===== src/rtl/lsu_ctrl_if.sv =====
// Request/response and data-memory bus of the load/store controller.
// slave = the controller, master = MEM stage plus data memory.
interface lsu_ctrl_if #(parameter int ADDR_W = 6);
  logic              req_valid;
  logic              req_ready;
  logic              req_we;
  logic [2:0]        req_type;
  logic [31:0]       req_addr;
  logic [31:0]       req_wdata;
  logic              resp_valid;
  logic              resp_ready;
  logic [31:0]       resp_rdata;
  logic              resp_err;
  logic              dm_wr;
  logic [ADDR_W-1:0] dm_addr;
  logic [2:0]        dm_type;
  logic [31:0]       dm_din;
  logic [31:0]       dm_dout;

  modport slave (
    input  req_valid, req_we, req_type, req_addr, req_wdata, resp_ready, dm_dout,
    output req_ready, resp_valid, resp_rdata, resp_err, dm_wr, dm_addr, dm_type, dm_din
  );

  modport master (
    output req_valid, req_we, req_type, req_addr, req_wdata, resp_ready, dm_dout,
    input  req_ready, resp_valid, resp_rdata, resp_err, dm_wr, dm_addr, dm_type, dm_din
  );
endinterface


===== src/rtl/lsu_ctrl.sv =====
// Single-outstanding load/store controller in front of the byte-addressed data memory.
// Optional LSU_ALIGN_CHECK_EN rejects misaligned word/half accesses instead of passing them on.
module lsu_ctrl #(
  parameter int ADDR_W    = 6,
  parameter int MEM_BYTES = 64
) (
  input  logic        clk,
  input  logic        rst,
  lsu_ctrl_if.slave   bus
);
  localparam int CW = ADDR_W + 3;
  localparam logic [CW-1:0] MEM_LIM = CW'(MEM_BYTES);

  typedef enum logic [2:0] {IDLE, WR, RD, CAP, ERR, RESP} state_t;

  state_t            state, nxt;
  logic              req_ready_q, resp_valid_q, resp_err_q, dm_wr_q;
  logic [31:0]       resp_rdata_q, dm_din_q;
  logic [ADDR_W-1:0] dm_addr_q;
  logic [2:0]        dm_type_q;

  logic              req_ready_d, resp_valid_d, resp_err_d, dm_wr_d;
  logic [31:0]       resp_rdata_d, dm_din_d;
  logic [ADDR_W-1:0] dm_addr_d;
  logic [2:0]        dm_type_d;

  logic [CW-1:0]     size, last;
  logic              misalign, chk_fail, accept;

  // Range check widened by 3 bits so addr+size cannot wrap past MEM_BYTES.
  always_comb begin
    case (bus.req_type)
      3'b000:        size = CW'(4);
      3'b001, 3'b010: size = CW'(2);
      default:       size = CW'(1);
    endcase
    last     = CW'(bus.req_addr[ADDR_W-1:0]) + size;
    misalign = 1'b0;
`ifdef LSU_ALIGN_CHECK_EN
    misalign = ((bus.req_type == 3'b000) && (bus.req_addr[1:0] != 2'b00)) ||
               (((bus.req_type == 3'b001) || (bus.req_type == 3'b010)) && bus.req_addr[0]);
`endif
    chk_fail = (bus.req_type > 3'b100) ||
               (bus.req_we && ((bus.req_type == 3'b010) || (bus.req_type == 3'b100))) ||
               (|bus.req_addr[31:ADDR_W]) ||
               (last > MEM_LIM) ||
               misalign;
  end

  assign accept = (state == IDLE) && bus.req_valid;

  always_ff @(posedge clk) begin
    if (rst) begin
      state        <= IDLE;
      req_ready_q  <= 1'b1;
      resp_valid_q <= 1'b0;
      resp_err_q   <= 1'b0;
      resp_rdata_q <= '0;
      dm_wr_q      <= 1'b0;
      dm_addr_q    <= '0;
      dm_type_q    <= '0;
      dm_din_q     <= '0;
    end else begin
      state        <= nxt;
      req_ready_q  <= req_ready_d;
      resp_valid_q <= resp_valid_d;
      resp_err_q   <= resp_err_d;
      resp_rdata_q <= resp_rdata_d;
      dm_wr_q      <= dm_wr_d;
      dm_addr_q    <= dm_addr_d;
      dm_type_q    <= dm_type_d;
      dm_din_q     <= dm_din_d;
    end
  end

  always_comb begin
    nxt = state;
    case (state)
      IDLE:    if (bus.req_valid) nxt = chk_fail ? ERR : (bus.req_we ? WR : RD);
      WR:      nxt = RESP;
      RD:      nxt = CAP;
      CAP:     nxt = RESP;
      ERR:     nxt = RESP;
      RESP:    if (bus.resp_ready) nxt = IDLE;
      default: nxt = IDLE;
    endcase
  end

  // Outputs are registered from the next state so each one is valid for the whole state.
  always_comb begin
    req_ready_d  = (nxt == IDLE);
    resp_valid_d = (nxt == RESP);
    dm_wr_d      = (nxt == WR);
    dm_din_d     = (nxt == WR) ? bus.req_wdata : '0;
    dm_addr_d    = dm_addr_q;
    dm_type_d    = dm_type_q;
    resp_rdata_d = resp_rdata_q;
    resp_err_d   = resp_err_q;
    if (accept && !chk_fail) begin
      dm_addr_d = bus.req_addr[ADDR_W-1:0];
      dm_type_d = bus.req_type;
    end
    if (accept) resp_rdata_d = '0;
    case (state)
      CAP:     resp_rdata_d = bus.dm_dout;
      ERR:     begin resp_rdata_d = '0; resp_err_d = 1'b1; end
      RESP:    if (bus.resp_ready) resp_err_d = 1'b0;
      default: ;
    endcase
  end

  assign bus.req_ready  = req_ready_q;
  assign bus.resp_valid = resp_valid_q;
  assign bus.resp_err   = resp_err_q;
  assign bus.resp_rdata = resp_rdata_q;
  assign bus.dm_wr      = dm_wr_q;
  assign bus.dm_addr    = dm_addr_q;
  assign bus.dm_type    = dm_type_q;
  assign bus.dm_din     = dm_din_q;
endmodule

===== src/flat_wrapper.sv =====
// flat-port wrapper written by rule: the top's interface ports become plain ports
module lsu_ctrl_flat 
#(
  parameter int ADDR_W    = 6,
  parameter int MEM_BYTES = 64
)
  (clk, rst, bus_req_valid, bus_req_we, bus_req_type, bus_req_addr, bus_req_wdata, bus_resp_ready, bus_dm_dout, bus_req_ready, bus_resp_valid, bus_resp_rdata, bus_resp_err, bus_dm_wr, bus_dm_addr, bus_dm_type, bus_dm_din);
  lsu_ctrl_if #(.ADDR_W(ADDR_W)) bus_i ();
  input  logic clk;
  input  logic rst;
  input wire logic [$bits(bus_i.req_valid)-1:0] bus_req_valid;
  input wire logic [$bits(bus_i.req_we)-1:0] bus_req_we;
  input wire logic [$bits(bus_i.req_type)-1:0] bus_req_type;
  input wire logic [$bits(bus_i.req_addr)-1:0] bus_req_addr;
  input wire logic [$bits(bus_i.req_wdata)-1:0] bus_req_wdata;
  input wire logic [$bits(bus_i.resp_ready)-1:0] bus_resp_ready;
  input wire logic [$bits(bus_i.dm_dout)-1:0] bus_dm_dout;
  output wire logic [$bits(bus_i.req_ready)-1:0] bus_req_ready;
  output wire logic [$bits(bus_i.resp_valid)-1:0] bus_resp_valid;
  output wire logic [$bits(bus_i.resp_rdata)-1:0] bus_resp_rdata;
  output wire logic [$bits(bus_i.resp_err)-1:0] bus_resp_err;
  output wire logic [$bits(bus_i.dm_wr)-1:0] bus_dm_wr;
  output wire logic [$bits(bus_i.dm_addr)-1:0] bus_dm_addr;
  output wire logic [$bits(bus_i.dm_type)-1:0] bus_dm_type;
  output wire logic [$bits(bus_i.dm_din)-1:0] bus_dm_din;
  assign bus_i.req_valid = bus_req_valid;
  assign bus_i.req_we = bus_req_we;
  assign bus_i.req_type = bus_req_type;
  assign bus_i.req_addr = bus_req_addr;
  assign bus_i.req_wdata = bus_req_wdata;
  assign bus_i.resp_ready = bus_resp_ready;
  assign bus_i.dm_dout = bus_dm_dout;
  assign bus_req_ready = bus_i.req_ready;
  assign bus_resp_valid = bus_i.resp_valid;
  assign bus_resp_rdata = bus_i.resp_rdata;
  assign bus_resp_err = bus_i.resp_err;
  assign bus_dm_wr = bus_i.dm_wr;
  assign bus_dm_addr = bus_i.dm_addr;
  assign bus_dm_type = bus_i.dm_type;
  assign bus_dm_din = bus_i.dm_din;
  lsu_ctrl #(.ADDR_W(ADDR_W), .MEM_BYTES(MEM_BYTES)) u_core (.clk(clk), .rst(rst), .bus(bus_i));
endmodule

===== config.mk =====
export PLATFORM = sky130hd
export DESIGN_NAME = lsu_ctrl_flat
export DESIGN_NICKNAME = d
export VERILOG_FILES = /design/src/rtl/lsu_ctrl_if.sv /design/src/rtl/lsu_ctrl.sv /design/src/flat_wrapper.sv
export SDC_FILE = /design/constraint.sdc
export NUM_CORES = 1
export LEC_CHECK = 0
export ABC_AREA = 1
export ABC_CLOCK_PERIOD_IN_PS = 2970
export BUFFER_PORTS_ARGS = -buffer_cell sky130_fd_sc_hd__buf_2
export CAP_MARGIN = 20
export CORE_MARGIN = 5
export CORE_UTILIZATION = 41
export CTS_BUF_LIST = sky130_fd_sc_hd__clkbuf_8
export DETAILED_ROUTE_END_ITERATION = 10
export PLACE_DENSITY = 0.87
export SETUP_SLACK_MARGIN = 0.2
export SYNTH_ARGS = -nofsm -noshare
export SYNTH_HDL_FRONTEND = slang
export SYNTH_SLANG_ARGS = --single-unit

===== constraint.sdc =====
create_clock -name clk -period 2.97 [get_ports clk]
set_clock_uncertainty 0.15 [all_clocks]
set_input_delay 0.891 -clock clk [delete_from_list [all_inputs] [get_ports clk]]
set_output_delay 0.891 -clock clk [all_outputs]
set_load 0.03 [all_outputs]

======== After elaboration in Yosys (flattened, before gate mapping) ========
Index checks and enable logic that the tools add are counted.
word-level totals
  flip-flop bits (word level) ............. 80
  word-level logic and storage cells ...... 52
operators by class
  order comparisons ....................... 2
  reductions and logical operators ........ 18
  add/subtract/negate cells ............... 1
  bitwise gates (word level) .............. 1
  equal/unequal tests ..................... 11
  multiplexer cells ....................... 10
operators by type and width
  operator                                                              number
  32-bit case mux with 2 select lines                                   1
  32-bit two-way mux                                                    1
  26-bit OR reduction                                                   1
  3-bit == test, second input constant                                  4
  3-bit case mux with 4 select lines                                    1
  3-bit by 1-bit == test with 1-bit output, second input constant       3
  3-bit by 2-bit == test with 1-bit output, second input constant       3
  9-bit by 7-bit > comparator with 1-bit output, second input constant  1
  3-bit logical NOT                                                     3
  3-bit two-way mux                                                     3
  6-bit by 3-bit adder with 7-bit output                                1
  3-bit case mux with 2 select lines                                    1
  1-bit logical OR                                                      4
  2-bit OR reduction                                                    2
  3-bit > comparator, second input constant                             1
  1-bit logical AND                                                     3
  3-bit nonzero test                                                    1
  3-bit OR reduction                                                    1
  2-bit two-way mux                                                     1
  2-bit inequality test, second input constant                          1
  1-bit case mux with 2 select lines                                    1
  2-bit AND reduction                                                   1
  2-bit nonzero test                                                    1
  1-bit logical NOT                                                     1
  2 further kinds                                                       2

======== Logic depth before layout (Yosys ltp) ========
Gate-level depths: netlist (run 1).
  depth in word-level cells ............... 12
  depth in mapped cells ................... 16
  mapped depth without buffers ............ 15

======== Worst setup path after synthesis (run 1) ========
No wires, ideal clock.
  kind .................................... input to register
  from .................................... input port bus_req_type[2]
  to ...................................... register u_core.dm_din_q[22], in the netlist u_core.bus.dm_din[22]
  stages .................................. 14
  required time ........................... 2.708 ns
  library setup time ...................... 0.112 ns
  arrival time ............................ 2.627 ns
  buffers on the path ..................... 1
  slack ................................... 0.080 ns
  cell sequence ........................... inv_1 -> nand2_1 -> nor2_1 -> inv_1 -> fa_1 -> nand4_1 -> nand3b_1 -> nand2_1 -> nand2_1 -> o21ai_1 -> nand2_1 -> nand3_4 -> buf_6 -> nor2_2
between the ends
  longest elaborated chain between the ends .. 12
  elaborated cells on any way between the ends .. 20
  classes of those cells .................. add/sub: 1; order compare: 2; eq/ne: 4; mux: 4; bitwise: 1; reduce/logical: 8
RTL lines
  element                                                                            RTL line                        text
  start: declaration                                                                 flat_wrapper.sv:13              input wire logic [$bits(bus_i.req_type)-1:0] bus_req_type;
  3-bit by 1-bit == test with 1-bit output (tied with other cells)                   lsu_ctrl.sv:32                  case (bus.req_type)
  2-bit OR reduction or 1-bit logical OR (tied branches)                             lsu_ctrl.sv:32, lsu_ctrl.sv:44
  3-bit case mux with 2 select lines or 1-bit logical AND (tied branches)            lsu_ctrl.sv:32, lsu_ctrl.sv:44
  6-bit by 3-bit adder with 7-bit output or 1-bit logical OR (tied branches)         lsu_ctrl.sv:37, lsu_ctrl.sv:43
  9-bit by 7-bit > comparator with 1-bit output or 1-bit logical OR (tied branches)  lsu_ctrl.sv:46, lsu_ctrl.sv:44
  1-bit logical OR (*)                                                               lsu_ctrl.sv:45                  (|bus.req_addr[31:ADDR_W]) ||
  3-bit two-way mux (*) (2 in series)                                                lsu_ctrl.sv:79                  IDLE: if (bus.req_valid) nxt = chk_fail ? ERR : (bus.req_we ? WR : RD);
  3-bit case mux with 4 select lines (*)                                             lsu_ctrl.sv:78                  case (state)
  3-bit by 1-bit == test with 1-bit output (*)                                       lsu_ctrl.sv:94                  dm_din_d = (nxt == WR) ? bus.req_wdata : '0;
  1-bit inverter (no line) (*)                                                       n/a
  2-bit OR reduction (no line) (*)                                                   n/a
  end signal: assignment                                                             lsu_ctrl.sv:72                  dm_din_q <= dm_din_d;
  end: declaration                                                                   lsu_ctrl.sv:18                  logic [31:0] resp_rdata_q, dm_din_q;
Every way passes the cells marked *; elsewhere a longest branch is shown, timed or not.
A chain may end at the register's enable or synchronous reset.

======== Worst setup path after layout (run 1) ========
  from .................................... input port bus_req_type[0]
  to ...................................... register u_core.dm_din_q[18], in the netlist u_core.bus.dm_din[18]
The elaborated chain is that of the path after synthesis.

==> impl_results.md, run 1 <==
- Largest family of logic cells by synthesized area: simple AND/OR/NAND/NOR gates
- Hold path startpoint: u_core.bus.dm_addr[2]
- Grt ovf: 0
- First-pass GRT wire length: 15900 um
- HPWL Detailed: 7150 um
- Post-Synthesis Cells: 390
- Count of different cell masters after synthesis: 27
- Core area: 0.00761 mm2
- Syn_area_per_cell: 8.07 um2
- Startpoint types: input pin
- Cell Rows: 32
- Top cell type's share of synthesized area: 0.509
- Mean number of vias per cell: 4.81
- CTS H-tree depth: 3
- DP Cell Count: 662
- WS Path Type: in2reg
- Pre-antenna DRT Iters: 4
- CTS tree: built
- PortBufs: 180
- Rel. slew slack: 0.584
- Wire per inst: 14.6 um
- Post-layout min period: 2.83 ns
- IR drop worst, VDD: 0.000306 V
- Setup violators final: 0
- Worst-case clock buffer depth: 2
- Final WL: 10100 um
- Period utilisation layout: 0.951
- Compound-Gate Fraction of Synth Area: 0.0934
- Synth top cells by count: dfxtp_1, inv_1, a21oi_1
- Post-layout util: 0.635
- CP Max Fanout: 5
- P_leak: 2.38 nW
- Pin count of the biggest net entering global routing: 27
- Finished Layout Cells: 693
- Worst-skew pair later-pin latency: 0.34 ns
- Initial antenna violation count: 0
- Post-Synth XOR/XNOR Area: 0.00278
- Area Overhead vs Synth: 53.5%
- Starting Density: 0.414
- Root buf cell: clkbuf_8
- Clock Pin Slew Worst Setup and Hold Paths: 0.08 ns
- # diodes: 0
- Worst EP arrival: 2.95 ns
- Die Area: 0.00953 mm2
- WHS Path Cells: 2
- Clock sinks: 80
- Final hold viol count: 0
- Mapped Area: 0.00315 mm2
- Die H: 97.6 um
- Kind of end point of the critical path: flip-flop
- ANT nets after route: 0
- Top cell type by total area after synthesis: dfxtp_1
- Horiz. Die Dim: 97.6 um
- Asr flop ratio synth: 0
- Proportion of synthesized chip area in sequential cells: 0.509
- Critical Path RT: 3.10 ns
- Synth Area in Simple Gates: 0.267
- Unrepaired setup endpoints after global routing: true
- Layout fillers: 627
- Pwr dens: 561 mW/mm2
- FF-to-FF path depth: 7
- Fmax: 354 MHz
- Worst-margin pin slew: 0.624 ns
- Worst Hold End: u_core.bus.dm_addr[2]
- Adder-cell share of the synthesized area: 0.0183
- RePlAce Congestion: 0.772
- GRT Util Overall: 0.204
- Synth Flop Type: dfxtp_1
- CTS Buf Count: 9
- RR Endpoint: u_core.bus.resp_rdata[18]
- Most frequent cell after synthesis: dfxtp_1
- Status: complete, no violations
- Synth top area cells: dfxtp_1, a21oi_1, inv_1
- Syn_nets: 498
- Vias in the first global route: 3421
- Drt initial violations: 143
- Synth warn: 0
- MaxCap Viol Count: 0
- Worst reg-to-reg setup slack: 0.63 ns
- #FFs+latches synth: 80
- Routed vias: 3334
- EDFF count, synth: 0
- Worst r2r src: u_core.state[1]
- Share of layout cells above drive strength 1: 0.467
- Final #Nets: 694
- DRC Markers: 0
- Type of the tightest min-delay check: reg2reg
- Proportion of synthesized area in mux cells: 0
- Slew Viols, Final: 0
- Io pins: 181
-- report_power, final --
group          switching [mW]  internal [mW]  leakage, nW  total (mW)
Combinational           0.404          0.276         1.62       0.681
Clock                   0.405          0.475        0.110       0.880
Sequential             0.0250           1.13        0.647        1.15
-- placed cells by master, fill, tap and decap left out, types with 2 or more instances in the layout --
cell / instances
nor2_2: 12
buf_2: 177
ha_1: 2
clkinv_2: 2
nor2_1: 31
bufinv_16: 2
nand4_1: 33
nand2_2: 7
nand2_4: 2
buf_6: 2
nor2_4: 16
dfxtp_1: 80
buf_12: 5
o21ai_0: 8
buf_8: 2
clkbuf_8: 9
nand3_1: 39
buf_4: 21
a21oi_1: 47
buf_16: 3
inv_2: 3
nand2_1: 16
inv_1: 52
-- per-layer routing --
| layer | vias up | track usage | share of wire |
|---|---|---|---|
| li1 | 1667 | - | - |
| met1 | 1528 | 0.208 | 0.37 |
| met2 | 111 | 0.391 | 0.55 |
| met3 | 28 | 0.0366 | 0.044 |
| met4 | 0 | 0.105 | 0.036 |
| met5 | - | 0 | 0 |
-- state kept, by name, summed over array words and instances, names as in the netlist --
signal / count
u_core.bus.dm_addr: 6
u_core.bus.dm_din: 32
u_core.bus.dm_type: 3
u_core.bus.dm_wr: 1
u_core.bus.req_ready: 1
u_core.bus.resp_err: 1
u_core.bus.resp_rdata: 32
u_core.bus.resp_valid: 1
u_core.state: 3
-- worst max-delay path by stage --
stage	to	slack, ns	startpoint
floorplan	u_core.bus.dm_din[22]	0.12	bus_req_type[1]
global placement	u_core.bus.dm_din[22]	-0.18	bus_req_type[1]
detailed placement	u_core.bus.dm_din[18]	-0.26	bus_req_type[1]
CTS	u_core.bus.dm_din[3]	0.16	bus_req_type[0]
global route	u_core.bus.dm_din[11]	0.06	bus_req_type[0]
finish	u_core.bus.dm_din[18]	0.14	bus_req_type[0]
-- critical path, stage by stage --
cell,delay (ns)
buf_8,0.11
nand2_8,0.06
nand2_4,0.06
nor2_4,0.09
inv_2,0.04
fa_1,0.50
nand4_1,0.08
nand3b_1,0.17
nand2_2,0.11
nand2_2,0.08
nand2_2,0.08
nand2_4,0.06
nor2_4,0.10
nand3_4,0.13
buf_4,0.17
buf_12,0.12
nor2_1,0.09
-- timing repair --
| item | in CTS | in global routing |
|---|---|---|
| cloned | 3 | 1 |
| buffers inserted | 8 | 3 |
| endpoints found under the setup margin | 32 | 30 |
| pin swaps | 12 | 3 |
| gates resized for setup | 31 | 13 |
| hold buffers | 0 | 0 |
-- area by class of cell --
class | instances | area (um2) | area share
multi-input combinational | 227 | 1360 | 0.282
tap | 102 | 128 | 0.0264
clock buffer | 9 | 124 | 0.0256
timing repair buffer | 211 | 1300 | 0.270
clock inverter | 7 | 95.1 | 0.0197
sequential | 80 | 1600 | 0.332
inverter | 57 | 216 | 0.0448
-- metrics by stage --
stage	setup slack, ns	hold WS (ns)	TNS [ns]	power [mW]	area, um2
floorplan	0.117	0.419	0	1.50	3190
global placement	-0.176	0.282	-5.06	1.67	4220
detailed placement	-0.263	0.290	-7.73	1.71	4240
CTS	0.165	0.302	0	2.69	4730
global route	0.0649	0.331	0	2.83	4830
finish	0.145	0.296	0	2.71	4830
-- cell families (layout without fill, tap and decap cells) --
group	count (synthesis)	count (layout)
compound gates	58	58
buf+inv	83	284
fa+ha+maj	4	4
simple gates	164	164
xor+xnor	1	1
flops	80	80
Power figures use the tool's default switching activity.
==> run 2, diff against run 1 <==
CORE_ASPECT_RATIO = 1.5   (was unset)
==> impl_results.md, run 2 (synthesis results as in run 1) <==
- Status: complete, no violations
- Rel. slew slack: 0.455 (-0.129)
- Pin count of the biggest net entering global routing: 35 (+30%)
- Routed vias: 3357 (+0.69%)
- FF+latch area: 0.00160 mm2 (unchanged)
- Vias in the first global route: 3260 (-4.7%)
- Flop pwr share: 0.439 (+0.015)
- Sum Neg Setup Slack: 0 ns (unchanged)
- Most frequent cells in the layout: buf_2, dfxtp_1, inv_1, a21oi_1, nand3_1
- Worst setup margin: 0.182 ns (+0.0374 ns)
- Critical Path RT: 3.12 ns (+0.02 ns)
- CTS Buf Count: 9 (unchanged)
- GRT Util Overall: 0.199 (-0.00517)
- Io pins: 181 (unchanged)
- Wire per inst: 15.5 um (+6.5%)
- Clock power share: 0.326 (about the same)
- Clock sinks: 80 (unchanged)
- Sw frac: 0.324 (+0.0160)
- Type of the tightest min-delay check: reg2reg
- Fmax: 359 MHz (+1.3%)
- Clock Pin Slew Worst Setup and Hold Paths: 0.08 ns (about the same)
- Post-layout min period: 2.79 ns (-0.0374 ns)
- Cell Rows: 39 (+22%)
- Hold-fix buffers, CTS: 0 (unchanged)
- ANT nets after route: 0 (unchanged)
- DRC Markers: 0 (unchanged)
- Slowest-stage cell, CP: fa_1
- Worst EP arrival: 2.93 ns (-0.02 ns)
- Most common cell after layout, fill and taps aside: buf_2
- Area of the multi-input gates: 0.00136 mm2 (-0.28%)
- IR drop worst, VDD: 0.000474 V (+55%)
- Area Overhead vs Synth: 48.3%
- MaxCap Viol Count: 0 (unchanged)
- RePlAce Congestion: 0.803 (+4.1%)
- Share of layout cells above drive strength 1: 0.467 (about the same)
- CTS tree: built
- WS Path Type: in2reg
- Period utilisation layout: 0.939 (-0.0126)
- Startpoint types: input pin
- Final hold viol count: 0 (unchanged)
- Final WL: 10600 um (+4.9%)
- Starting Density: 0.416 (+0.00240)
- Worst path cell trace: buf_12, nand2_8, nand2_8, nor2_4, inv_2, fa_1, nand4_1, nand3b_1, nand2_2, nand2_2, nand2_2, nand2_2, nor2_4, nand3_4, clkbuf_16, nor2_4
- Pre-antenna DRT Iters: 6 (+2)
- Slew Viols, Final: 0 (unchanged)
- Horiz. Die Dim: 81.5 um (-16%)
- Sw Pwr: 0.844 mW (+1.1%)
- Most frequent CP cell: nand2_2
- Worst-margin pin slew: 0.817 ns (+0.194 ns)
- Initial antenna violation count: 0 (unchanged)
- Pwr dens: 558 mW/mm2 (-0.53%)
- Kind of end point of the critical path: flip-flop
- CTS H-tree depth: 3 (unchanged)
- First-pass GRT wire length: 14600 um (-8.3%)
- Worst-skew pair later-pin latency: 0.35 ns (about the same)
- Dpl ws: -0.252 ns (+0.0110 ns)
- Setup violators final: 0 (unchanged)
- Grt ovf: 0 (unchanged)
- Layout fillers: 598 (-4.6%)
- Core area: 0.00756 mm2 (-0.58%)
- Worst-case clock buffer depth: 2 (unchanged)
- Int Power: 1.76 mW (-6.1%)
- Total power: 2.60 mW (-3.9%)
- Root buf cell: clkbuf_8
- # diodes: 0 (unchanged)
- CP Max Fanout: 6 (+1)
- Drt initial violations: 159 (+11%)
- HPWL Detailed: 7290 um (+2.0%)
- Die Area: 0.00956 mm2 (+0.38%)
- Worst path max stage delay: 0.52 ns (+0.02 ns)
- P_leak: 2.29 nW (-3.7%)
- Die H: 117 um (+20%)
- Final #Nets: 683 (-1.6%)
- Combinational Power Share: 0.235 (-0.016)
- PortBufs: 180 (unchanged)
- Mean number of vias per cell: 4.92 (+2.3%)
- Post-layout util: 0.617 (-0.0180)
- Unrepaired setup endpoints after global routing: true
-- run 2: changes by cell type in the layout (fill, tap and decap cells not counted), moves of 2 or more --
cell	change
nor2_2	+12
nor2_1	-8
buf_4	-7
nor2_4	-4
buf_16	-3
buf_12	-2
clkinv_2	-2
nand2_4	-2
-- run 2: power groups by stage --
stage / clock (mW) / sequential (mW) / combinational, mW
final: 0.849 / 1.14 / 0.612
after global routing: 0.914 / 1.15 / 0.657
after detailed placement: 0 / 1.17 / 0.531
after CTS: 0.864 / 1.14 / 0.535
after floorplan: 0 / 1.27 / 0.235
after global placement: 0 / 1.17 / 0.504
-- run 2: cell type report --
| type | instances | share of cell area |
|---|---|---|
| timing repair buffer | 200 | 0.246 |
| clock inverter | 6 | 0.0161 |
| clock buffer | 10 | 0.0295 |
| sequential | 80 | 0.343 |
| multi-input combinational | 227 | 0.291 |
| tap | 102 | 0.0274 |
| inverter | 57 | 0.0464 |
-- run 2: final timing paths --
check / endpoint / cells after the start / slack (ns) / from
setup / recovery: u_core.bus.dm_din[25] / 16 / 0.18 / bus_req_type[0]
hold / removal: u_core.bus.dm_addr[5] / 2 / 0.29 / u_core.bus.dm_addr[5]
setup reg to reg: u_core.bus.resp_rdata[14] / 7 / 0.89 / u_core.state[1]
hold reg to reg: u_core.bus.dm_addr[5] / 2 / 0.29 / u_core.bus.dm_addr[5]
-- run 2: metal layers --
layer / GRT usage / vias up / wire length (um)
li1: - / 1641 / -
met1: 0.215 / 1528 / 3810
met2: 0.336 / 166 / 5390
met3: 0.0949 / 22 / 1140
met4: 0.0676 / 0 / 252
met5: 0 / - / 0
-- run 2: metrics by stage --
| step | cell area (um2) | hold WS (ns) | std cells |
|---|---|---|---|
| 2_1_floorplan | 3190 | 0.419 | 390 |
| 3_3_place_gp | 4210 | 0.281 | 661 |
| 3_5_place_dp | 4230 | 0.283 | 662 |
| 4_1_cts | 4450 | 0.296 | 678 |
| 5_1_grt | 4670 | 0.317 | 682 |
| 6_report | 4670 | 0.294 | 682 |
-- run 2: timing repair --
action | CTS | global route
gates cloned | 0 | 3
setup endpoints to repair | 32 | 33
pin swaps | 1 | 10
hold endpoints to repair | 0 | 0
gates resized for setup | 3 | 42
buffers inserted | 0 | 1
-- run 2: critical path: cells and delay by family --
| family | cells | cell delay, ns |
|---|---|---|
| and+or+nand+nor | 12 | 1.13 |
| adders and majority gates | 1 | 0.52 |
| buffers and inverters | 3 | 0.38 |
==> run 3, diff against run 2 <==
ABC_CLOCK_PERIOD_IN_PS = 2900   (was 2970)
CORE_UTILIZATION = 45   (was 41)
PLACE_DENSITY = 0.9   (was 0.87)
clock period = 2.9 ns   (was 2.97 ns; I/O delays follow)
==> impl_results.md, run 3 (synthesis results as in run 1) <==
- Starting Density: 0.459 (+0.0432)
- Fmax: 359 MHz
- First-pass GRT wire length: 14800 um (+1.7%)
- Worst-skew pair later-pin latency: 0.35 ns (about the same)
- Io pins: 181 (unchanged)
- GRT Util Overall: 0.213 (+0.0146)
- Total power: 2.52 mW (-3.3%)
- # diodes: 0 (unchanged)
- Wire per inst: 15.2 um (-2.1%)
- Rel. slew slack: 0.561 (+0.106)
- Die H: 112 um (-4.2%)
- Type of the tightest min-delay check: reg2reg
- MaxCap Viol Count: 0 (unchanged)
- Dpl ws: -0.270 ns (-0.0175 ns)
- Area of the multi-input gates: 0.00137 mm2 (+0.83%)
- Setup violators final: 0 (unchanged)
- RePlAce Congestion: 0.861 (+7.1%)
- IR drop worst, VDD: 0.000524 V (+11%)
- CTS Buf Count: 9 (unchanged)
- Routed vias: 3438 (+2.4%)
- Pre-antenna DRT Iters: 4 (-2)
- ANT nets after route: 0 (unchanged)
- Layout fillers: 519 (-13%)
- DRC Markers: 0 (unchanged)
- Period utilisation layout: 0.960
- FF+latch area: 0.00160 mm2 (unchanged)
- Cell Rows: 37 (-5.1%)
- Final #Nets: 688 (+0.73%)
- Horiz. Die Dim: 78.3 um (-4.0%)
- Pin count of the biggest net entering global routing: 26 (-26%)
- Status: complete, no violations
- Grt ovf: 0 (unchanged)
- Kind of end point of the critical path: flip-flop
- Clock sinks: 80 (unchanged)
- Clock Pin Slew Worst Setup and Hold Paths: 0.08 ns (about the same)
- Startpoint types: input pin
- CTS tree: built
- Worst-margin pin slew: 0.658 ns (-0.159 ns)
- Critical Path RT: 3.05 ns (-0.07 ns)
- Share of layout cells above drive strength 1: 0.465 (-0.00228)
- Initial antenna violation count: 0 (unchanged)
- Worst-case clock buffer depth: 2 (unchanged)
- Most common cell after layout, fill and taps aside: buf_2
- Area Overhead vs Synth: 48.1%
- Final WL: 10100 um (-4.9%)
- Worst EP arrival: 2.93 ns (about the same)
- Mean number of vias per cell: 5.19 (+5.3%)
- Drt initial violations: 248 (+56%)
- CP Max Fanout: 8 (+2)
- CTS H-tree depth: 3 (unchanged)
- Sum Neg Setup Slack: 0 ns (unchanged)
- Root buf cell: clkbuf_8
- Unrepaired setup endpoints after global routing: true
- PortBufs: 180 (unchanged)
- Core area: 0.00685 mm2 (-9.4%)
- Pwr dens: 541 mW/mm2 (-3.1%)
- P_leak: 2.32 nW (+1.4%)
- HPWL Detailed: 7060 um (-3.3%)
- Vias in the first global route: 3349 (+2.7%)
- Worst setup margin: 0.116 ns (-0.0661 ns)
- Slew Viols, Final: 0 (unchanged)
- Final hold viol count: 0 (unchanged)
- Die Area: 0.00880 mm2 (-8.0%)
- Post-layout min period: 2.78 ns
- Most frequent cells in the layout: buf_2, dfxtp_1, inv_1, a21oi_1, nand3_1
- WS Path Type: in2reg
- Hold-fix buffers, CTS: 0 (unchanged)
[run 3: path summary, 6_finish.rpt]
check	cells past startpoint	start	endpoint	slack (ns)
setup / recovery	17	bus_req_type[1]	u_core.bus.dm_din[27]	0.12
hold reg to reg	2	u_core.bus.dm_addr[3]	u_core.bus.dm_addr[3]	0.29
hold / removal	2	u_core.bus.dm_addr[3]	u_core.bus.dm_addr[3]	0.29
setup reg to reg	5	u_core.state[2]	u_core.bus.resp_rdata[0]	0.54
[run 3: area by class of cell]
type,count,share of cell area
inverter,57,0.0465
clock inverter,6,0.00618
sequential,80,0.344
timing repair buffer,205,0.259
clock buffer,10,0.0295
tap,78,0.0209
multi-input combinational,227,0.294
[run 3: critical path, cell delays in order]
cell      delay [ns]
buf_8           0.11
nand2_8         0.07
nand2_8         0.06
nor2_4          0.09
inv_2           0.05
fa_1            0.50
nand4_1         0.07
nand3b_1        0.19
nand2_2         0.12
nand2_2         0.07
nand2_2         0.08
nand2_4         0.06
nor2_4          0.13
nand3_4         0.10
buf_12          0.15
buf_16          0.14
nor2_2          0.08
[run 3: what timing repair did]
item	CTS	global route
setup endpoints to repair	33	42
cloned	2	2
pin swaps	8	4
resized for setup	16	36
buffers inserted	6	1
[run 3: stage by stage]
stage / instances / hold WS, ns / util / instance area, um2
2_1_floorplan: 390 / 0.419 / - / 3200
3_3_place_gp: 635 / 0.280 / 0.610 / 4180
3_5_place_dp: 636 / 0.282 / 0.612 / 4190
4_1_cts: 660 / 0.293 / 0.662 / 4530
5_1_grt: 663 / 0.313 / 0.680 / 4660
6_report: 663 / 0.291 / 0.680 / 4660
[run 3: where the power goes]
group,internal (mW),total (mW),switching (mW),leakage (nW)
combinational,0.239,0.628,0.389,1.58
clock,0.322,0.707,0.385,0.0958
sequential,1.15,1.18,0.0317,0.647
total,1.71,2.52,0.806,2.32
[run 3: layer usage]
layer / part of all wire / GRT usage / vias up
met5: 0 / 0 / -
met4: 0.041 / 0.133 / 0
met3: 0.092 / 0.0626 / 36
met2: 0.53 / 0.383 / 178
met1: 0.34 / 0.212 / 1571
li1: - / - / 1653
